--- config.mk ---
export PLATFORM = sky130hd
export DESIGN_NAME = uart_frame_parser
export DESIGN_NICKNAME = d
export VERILOG_FILES = /design/src/rtl/uart_frame_parser.sv
export SDC_FILE = /design/constraint.sdc
export NUM_CORES = 1
export LEC_CHECK = 0
export BUFFER_PORTS_ARGS = -buffer_cell sky130_fd_sc_hd__clkbuf_2
export CORE_MARGIN = 1
export CORE_UTILIZATION = 60
export DETAILED_ROUTE_END_ITERATION = 10
export PLACE_DENSITY = 0.79
export SYNTH_ARGS = -nofsm -noshare
export SYNTH_HDL_FRONTEND = slang
export SYNTH_SLANG_ARGS = --single-unit
--- constraint.sdc ---
create_clock -name clk -period 3.4 [get_ports clk]
set_input_delay 0.17 -clock clk [delete_from_list [all_inputs] [get_ports clk]]
set_output_delay 0.17 -clock clk [all_outputs]
set_load 0.02 [all_outputs]
--- src/rtl/uart_frame_parser.sv ---
// Framing stage behind the UART RX FIFO: hunts for SOF, buffers a length-prefixed
// payload, verifies the additive checksum, then streams the payload out valid/ready.
module uart_frame_parser #(
  parameter int              dbit   = 8,
  parameter int              maxlen = 16,
  parameter logic [dbit-1:0] sof    = 8'hA5
) (
  input  logic            clk,
  input  logic            reset_n,
  input  logic [dbit-1:0] rdata,
  input  logic            rxempty,
  output logic            rduart,
  input  logic [15:0]     timeout_cycles,
  output logic [dbit-1:0] pdata,
  output logic            pvalid,
  output logic            plast,
  input  logic            pready,
  output logic            frame_ok,
  output logic            frame_err,
  output logic [1:0]      err_code,
  output logic [15:0]     frame_cnt,
  output logic [15:0]     err_cnt
);
  localparam int              AW     = (maxlen > 1) ? $clog2(maxlen) : 1;
  localparam logic [dbit-1:0] MAXLEN = dbit'(maxlen);

  typedef enum logic [2:0] {S_HUNT, S_LEN, S_DATA, S_CHK, S_EMIT} state_t;

  state_t          state_q, state_d;
  logic            rduart_q, rduart_d, pend_q, pend_d;
  logic [15:0]     tmo_q, tmo_d, tmo_inc;
  logic [dbit-1:0] len_q, len_d, sum_q, sum_d, idx_q, idx_d, idx_inc, chk_sum;
  logic [dbit-1:0] pdata_q, pdata_d;
  logic            pvalid_q, pvalid_d, plast_q, plast_d;
  logic            frame_ok_q, frame_ok_d, frame_err_q, frame_err_d;
  logic [1:0]      err_code_q, err_code_d, err_val;
  logic [15:0]     frame_cnt_q, frame_cnt_d, err_cnt_q, err_cnt_d;
  logic            buf_we, err_now;
  logic [dbit-1:0] buf_q [2**AW];

  always_comb begin
    state_d     = state_q;
    pend_d      = rduart_q;  // byte is on rdata the cycle after the pop
    tmo_d       = tmo_q;
    len_d       = len_q;
    sum_d       = sum_q;
    idx_d       = idx_q;
    pdata_d     = pdata_q;
    pvalid_d    = pvalid_q;
    plast_d     = plast_q;
    frame_ok_d  = 1'b0;
    frame_err_d = 1'b0;
    err_code_d  = err_code_q;
    frame_cnt_d = frame_cnt_q;
    err_cnt_d   = err_cnt_q;
    buf_we      = 1'b0;
    err_now     = 1'b0;
    err_val     = 2'd0;
    chk_sum     = sum_q + rdata;
    tmo_inc     = tmo_q + 16'd1;
    idx_inc     = idx_q + dbit'(1);

    case (state_q)
      S_HUNT: begin
        tmo_d = '0;
        if (pend_q && rdata == sof) state_d = S_LEN;
      end
      S_LEN: if (pend_q) begin
        if (rdata == '0 || rdata > MAXLEN) begin
          err_now = 1'b1;
          err_val = 2'd1;
        end else begin
          len_d   = rdata;
          sum_d   = rdata;
          idx_d   = '0;
          state_d = S_DATA;
        end
      end
      S_DATA: if (pend_q) begin
        buf_we = 1'b1;
        sum_d  = chk_sum;
        idx_d  = idx_inc;
        if (idx_inc == len_q) state_d = S_CHK;
      end
      S_CHK: if (pend_q) begin
        if (chk_sum == '0) begin
          frame_ok_d  = 1'b1;
          frame_cnt_d = frame_cnt_q + 16'd1;
          state_d     = S_EMIT;
          pvalid_d    = 1'b1;
          pdata_d     = buf_q[0];
          plast_d     = (len_q == dbit'(1));
          idx_d       = dbit'(1);
        end else begin
          err_now = 1'b1;
          err_val = 2'd2;
        end
      end
      S_EMIT: if (pvalid_q && pready) begin
        if (plast_q) begin
          pvalid_d = 1'b0;
          plast_d  = 1'b0;
          state_d  = S_HUNT;
          tmo_d    = '0;
        end else begin
          pdata_d = buf_q[idx_q[AW-1:0]];
          plast_d = (idx_inc == len_q);
          idx_d   = idx_inc;
        end
      end
      default: state_d = S_HUNT;
    endcase

    // Inter-byte timeout only counts idle cycles, not cycles spent waiting on a pop.
    if (state_q inside {S_LEN, S_DATA, S_CHK}) begin
      if (pend_q) tmo_d = '0;
      else if (!rduart_q) begin
        tmo_d = tmo_inc;
        if (timeout_cycles != '0 && tmo_inc == timeout_cycles) begin
          err_now = 1'b1;
          err_val = 2'd3;
        end
      end
    end

    if (err_now) begin
      frame_err_d = 1'b1;
      err_code_d  = err_val;
      err_cnt_d   = err_cnt_q + 16'd1;
      state_d     = S_HUNT;
      tmo_d       = '0;
    end

    // Decided on the next state so the CHK capture cycle never pops into EMIT.
    rduart_d = (state_d != S_EMIT) && !rxempty && !rduart_q;
  end

  always_ff @(posedge clk) begin
    if (!reset_n) begin
      state_q     <= S_HUNT;
      rduart_q    <= 1'b0;
      pend_q      <= 1'b0;
      tmo_q       <= '0;
      len_q       <= '0;
      sum_q       <= '0;
      idx_q       <= '0;
      pdata_q     <= '0;
      pvalid_q    <= 1'b0;
      plast_q     <= 1'b0;
      frame_ok_q  <= 1'b0;
      frame_err_q <= 1'b0;
      err_code_q  <= 2'd0;
      frame_cnt_q <= '0;
      err_cnt_q   <= '0;
    end else begin
      state_q     <= state_d;
      rduart_q    <= rduart_d;
      pend_q      <= pend_d;
      tmo_q       <= tmo_d;
      len_q       <= len_d;
      sum_q       <= sum_d;
      idx_q       <= idx_d;
      pdata_q     <= pdata_d;
      pvalid_q    <= pvalid_d;
      plast_q     <= plast_d;
      frame_ok_q  <= frame_ok_d;
      frame_err_q <= frame_err_d;
      err_code_q  <= err_code_d;
      frame_cnt_q <= frame_cnt_d;
      err_cnt_q   <= err_cnt_d;
    end
  end

  always_ff @(posedge clk) begin
    if (buf_we) buf_q[idx_q[AW-1:0]] <= rdata;
  end

  assign rduart    = rduart_q;
  assign pdata     = pdata_q;
  assign pvalid    = pvalid_q;
  assign plast     = plast_q;
  assign frame_ok  = frame_ok_q;
  assign frame_err = frame_err_q;
  assign err_code  = err_code_q;
  assign frame_cnt = frame_cnt_q;
  assign err_cnt   = err_cnt_q;
endmodule

# [Word level (Yosys, flattened, before mapping)]
# Memories as Yosys holds them, arrays and structs flattened. A register that Yosys moved wholly into a read port is not among the register bits.
# Cells that the tools add are included.
[totals] ff_bits=91 ram_bits=128 input_bits=28 out_inout_bits=47 elab_cells=136 memories=1
[mem_list] memory="buf_q" depth=16 word_bits=8 rd=2 rd_clocked_by_memory_dff=1 wr=1 line_no="39" source="logic [dbit-1:0] buf_q [2**AW];"
[classes] addsub=5 n_lt_le_gt_ge=1 eq_ne=17 muxes=70 n_bitwise=2 reduce_logical=25
[ops] operator="8-bit 2-to-1 mux" n=14
[ops] operator="16-bit 2-to-1 mux" n=5
[ops] operator="16-bit by 1-bit adder with 16-bit output (second input constant)" n=3
[ops] operator="16-bit case mux with 2 select lines" n=1
[ops] operator="8-bit case mux with 2 select lines" n=2
[ops] operator="8-bit case mux with 4 select lines" n=1
[ops] operator="3-bit 2-to-1 mux" n=10
[ops] operator="1-bit 2-to-1 mux" n=24
[ops] operator="16-bit == test" n=1
[ops] operator="8-bit zero test" n=2
[ops] operator="2-bit != test (second input constant)" n=8
[ops] operator="16-bit nonzero test" n=1
[ops] operator="3-bit case mux with 5 select lines" n=1
[ops] operator="2-bit 2-to-1 mux" n=6
[ops] operator="5-bit AND reduction" n=2
[ops] operator="3-bit AND reduction" n=3
[ops] operator="8-bit by 1-bit adder with 8-bit output (second input constant)" n=1
[ops] operator="8-bit adder" n=1
[ops] operator="8-bit by 1-bit == test with 1-bit output (second input constant)" n=1
[ops] operator="8-bit == test" n=1
[ops] operator="8-bit == test (second input constant)" n=1
[ops] operator="8-bit by 5-bit greater-than comparator with 1-bit output (second input constant)" n=1
[ops] operator="4-bit 2-to-1 mux" n=2
[ops] operator="4-bit AND reduction" n=2
[ops] operator="other kinds (16)" n=26

# [Longest topological paths before layout]
[logic_depth] depth_word=13 ltp_mapped=13 depth_no_buf=11

# [Worst setup path after synthesis]
# OpenSTA, ideal clock, no wires.
[synth_timing] path_kind="register to register" from="register sum_q[0]" to="register frame_cnt_q[13], in the netlist frame_cnt[13]" setup_time_ns=0.128 arrival_time_ns=3.023 required_ns=3.272 setup_slack_ns=0.249 stages_incl_launch_ff=14 n_path_buf=2 period_less_slack_ns=3.151 cell_sequence="dfxtp_1 ha_1 inv_1 fa_1 nand2b_1 a21oi_1 xor2_1 or4_1 nor4_1 clkbuf_1 clkbuf_1 nand4_1 xor2_1 nor2_1"
[synth_between] elab_chain_cells=3
[synth_lines] element="start: declaration" line_no="32" source="logic [dbit-1:0] len_q, len_d, sum_q, sum_d, idx_q, idx_d, idx_inc, chk_sum;"
[synth_lines] element="start signal: assignment" line_no="161" source="sum_q <= sum_d;"
[synth_lines] element="8-bit adder" line_no="59" source="chk_sum = sum_q + rdata;"
[synth_lines] element="8-bit zero test" line_no="86" source="if (chk_sum == '0) begin"
[synth_lines] element="3-bit AND reduction (no line)"
[synth_lines] element="end signal: assignment" line_no="169" source="frame_cnt_q <= frame_cnt_d;"
[synth_lines] element="end: declaration" line_no="37" source="logic [15:0] frame_cnt_q, frame_cnt_d, err_cnt_q, err_cnt_d;"
# No other way between the ends.
# A chain may end at the register's enable or synchronous reset.

# [Final worst setup path]
[layout_timing] from="register sum_q[0]" to="register frame_cnt_q[10], in the netlist frame_cnt[10]"
# Same word-level chain as after synthesis.

==> impl_results.md <==
- Outcome: complete, no violations
- List of most frequent post-synthesis cells: sky130_fd_sc_hd__edfxtp_1, sky130_fd_sc_hd__dfxtp_1, sky130_fd_sc_hd__nor2_1
- Worst r2r src: sum_q[0]
- Max-Slew Margin vs Limit: 35.6%
- Cells after Synth: 865
- Data required time of the worst path: 3.84 ns
- Met2 routed wirelength: 11900 um
- Switching pwr: approximately 1100 uW
- Wire length of the first global-routing pass: 38300 um
- Fmax: ~0.32 GHz
- Max Transition Viols Final: 0
- Length of routed wiring on met1: 9750 um
- Area fraction of the dominant cell type after synthesis: a little under two fifths
- Hold wc startpoint: pready
- Total global-route track usage: 27.9%
- Width of the die: 134 um
- PnR Total Power: 5460 uW
- Reg2reg path depth: 12
- Detail Route Antenna Nets: 0
- Most repeated cell in the gate-level netlist after synthesis: sky130_fd_sc_hd__edfxtp_1
- Multiplexer share of the synthesized area: 9.64%
- Final standard cell area without fillers: 12000 um2
- Syn_nets: 908
- Logic pwr share: under 10%
- RSZ-0062 raised after global routing: false
- Final worst path period need: 3.16 ns
- Leading area contributor after synthesis: sky130_fd_sc_hd__edfxtp_1
- XOR/XNOR Fraction of Synth Area: 4.13%
- Cell depth of the worst hold path: 3
- Largest cells by area after synthesis: sky130_fd_sc_hd__edfxtp_1, sky130_fd_sc_hd__dfxtp_1, sky130_fd_sc_hd__mux4_2, sky130_fd_sc_hd__nor2_1, sky130_fd_sc_hd__xor2_1
- Total number of vias: 7539
- Flip-flop cell with the highest count after synthesis: sky130_fd_sc_hd__edfxtp_1
- Worst Setup End Kind: flip-flop
- Total of max-cap violations: 0
- GPL Wtd Cong: approximately 0.85
- Initial antenna violation count: 0
- Worst hold-check path type: primary input to flip-flop
- Die area: 17900 um2
- Number of clock sinks: roughly 220
- Number of global-route vias before repair: 7148
- Final HPWL DP: 16200 um
- Post-synth design cell area: 10400 um2
- Number of cell rows: 47
- Cell at the root of the clock tree: sky130_fd_sc_hd__clkbuf_16
- Area delta synth->final: 15.0%
- Cell area reported after detailed placement: 11200 um2
- Crit path max fanout: 8
- Clock tree from TritonCTS: done
- Final routed DRC violation total: 0
- Worst skew pair latency: around 0.52 ns
- Fraction of the yosys area taken by sequential cells: 55.3%
- Adder and majority gate portion of the synthesized area: under 10%
- Mean instance size in the synthesized netlist: about 12 um2
- Utilization after layout: between 70% and 80%
- Number of placed I/O pins: 75
- Leakage: slightly above 0.004 uW
- Total negative setup slack: 0 ns
- Clock network fraction of design power: 45.4%
- Fraction of the mapped netlist area in simple logic gates: 16.1%
- Cts bufs inserted: 24
- Net count, final: just over 1k
- Layout Skew: 0.00925 ns
- Total of endpoints with negative setup slack in the final report: 0
- Dominant combinational cell family by area after synthesis: simple AND/OR/NAND/NOR gates
- Via-per-instance ratio: 6.25
- Die height: 134 um
- Number of input and output port buffers inserted: 74
- CORE AREA: 16800 um2
- Final critical-path share of the clock period: 92.9%
- Worst supply voltage drop on vdd: about 420 uV
- Internal power contribution: 4340 uW
- Maximum number of pins on one net before global-route repair: 54
- Compound-Gate Fraction of Synth Area: 9.77%
- Drt total wl: 24200 um
- Final hold violation count: 0
- Capture endpoint of the worst hold path: pvalid
- Type of element launching the critical path: flip-flop
- Share of post-route cells with drive strength above 1: 24.5%
- Maximum buffer depth of the clock tree: 3
- Critical path arrival: 3.60 ns
- Average wire length per cell after detail routing: 20.0 um
- Capture point of the worst reg-to-reg path: frame_cnt[10]
- Number of enable flip-flop cells after synthesis: 128
- Sw Share: 20.5%
- Number of library cell types mapped by synthesis: 73
- Reg power frac: roughly 52%
- Register-to-Register Setup Slack: 0.24 ns
- Fraction of synthesis flops using an asynchronous set or reset pin: 0%
- Initial Util: around 62%
- Power Density: about 460 nW/um2
- Synthesized flop and latch total: 223
- Topmost layer with routed signal wires: met4
- Initial drt markers: 612
- Number of antenna repair diodes: 0
- Count of TritonRoute iterations in the first routing pass: 5
- H-tree level count: 1
- DR WL met3: a little over 2000 um
- Actual slew at the worst max-slew pin: 0.965 ns
- Clock slew seen by the registers of the worst setup and hold paths: 0.06 ns
- Overflow after GRT: 0
- Warnings from Yosys: 0
- Kind of critical path: flip-flop to flip-flop
[cell families after synthesis]
group,Yosys count
flops,223
mux,50
xor+xnor,49
simple gates,319
buf+inv,60
fa+ha+maj,15
compound gates,149
[worst max-delay path, cell delays in order, from the launching register on]
cell and delay, ns:
sky130_fd_sc_hd__dfxtp_1 0.33, sky130_fd_sc_hd__ha_1 0.17, sky130_fd_sc_hd__inv_1 0.05, sky130_fd_sc_hd__fa_1 0.38, sky130_fd_sc_hd__nand2b_1 0.17, sky130_fd_sc_hd__a21oi_1 0.15
sky130_fd_sc_hd__xor2_1 0.13, sky130_fd_sc_hd__or4_1 0.55, sky130_fd_sc_hd__nor4_2 0.22, sky130_fd_sc_hd__buf_4 0.21, sky130_fd_sc_hd__nand3_1 0.19, sky130_fd_sc_hd__or3_1 0.40
sky130_fd_sc_hd__a21oi_1 0.13
[worst max-delay path by stage]
| stage | endpoint | cells past startpoint | from | slack (ns) |
|---|---|---|---|---|
| finish | frame_cnt[10] | 12 | sum_q[0] | 0.24 |
| global route | tmo_q[12] | 13 | sum_q[0] | 0.01 |
| detailed placement | tmo_q[12] | 13 | rdata[1] | 0.13 |
| CTS | tmo_q[12] | 13 | sum_q[0] | 0.1 |
| floorplan | frame_cnt[13] | 13 | sum_q[0] | 0.25 |
| global placement | tmo_q[12] | 13 | rdata[1] | 0.27 |
[sequential cells by signal, summed over array words and instances (netlist names), 2 cells and up, named ones only]
signal     cells
buf_q        128
err_cnt       16
frame_cnt     16
tmo_q         16
idx_q          8
len_q          8
pdata          8
sum_q          8
state_q        3
err_code       2
[routing by layer]
layer  up-vias  track usage (%)
li1       3491                -
met3        37             5.02
met2       336             46.4
met5         -                0
met1      3675             37.8
met4         0             7.45
[cells in the final DEF (no fill, tap or decap), drive strengths merged, types with 9 or more instances in the layout]
cell    instances
nor3           19
nand4          13
dfxtp          95
nor2           85
clkinv         10
nor4           21
nand2b         13
and3           14
xnor2          17
nand3          28
edfxtp        128
buf            53
or3            17
o21ai          34
ha             14
inv            10
xor2           32
nand2          61
a21oi          47
nor2b          12
mux2i           9
o221a          10
clkbuf        105
mux4           40
[through the flow]
stage | setup WS (ns) | hold WS [ns] | std cells
2_1_floorplan | 0.249 | 0.247 | 865
5_1_grt | 0.0125 | 0.107 | 1207
3_5_place_dp | 0.130 | 0.339 | 1162
6_report | 0.240 | 0.0949 | 1207
3_3_place_gp | 0.270 | 0.336 | 1162
4_1_cts | 0.0991 | 0.0830 | 1207
[power by group through the flow]
stage | registers [uW] | clock network [uW] | logic [uW]
2_1_floorplan | 2910 | 0 | 55.0
3_3_place_gp | 2910 | 0 | 125
3_5_place_dp | 2910 | 0 | 127
4_1_cts | 2850 | 2520 | 129
5_1_grt | 2850 | 2620 | 141
6_report | 2850 | 2480 | 130
[area by class of cell]
class                   instances  area [um2]
clock buffers                  31         627
clock inverters                13         121
fillers                      1128        4810
inverters                      10        37.5
multi-input cells             582        4340
flip-flops and latches        223        5750
well taps                     220         275
repair buffers                128         807
[timing repair]
item / in CTS / in global routing
gates resized for setup: 0 / 3
setup buffers: 0 / 0
hold buffers: 1 / 0
setup endpoints to repair: 0 / 6
endpoints found under the hold margin: 1 / 0
Note: power is estimated with default switching activity, not from simulation.
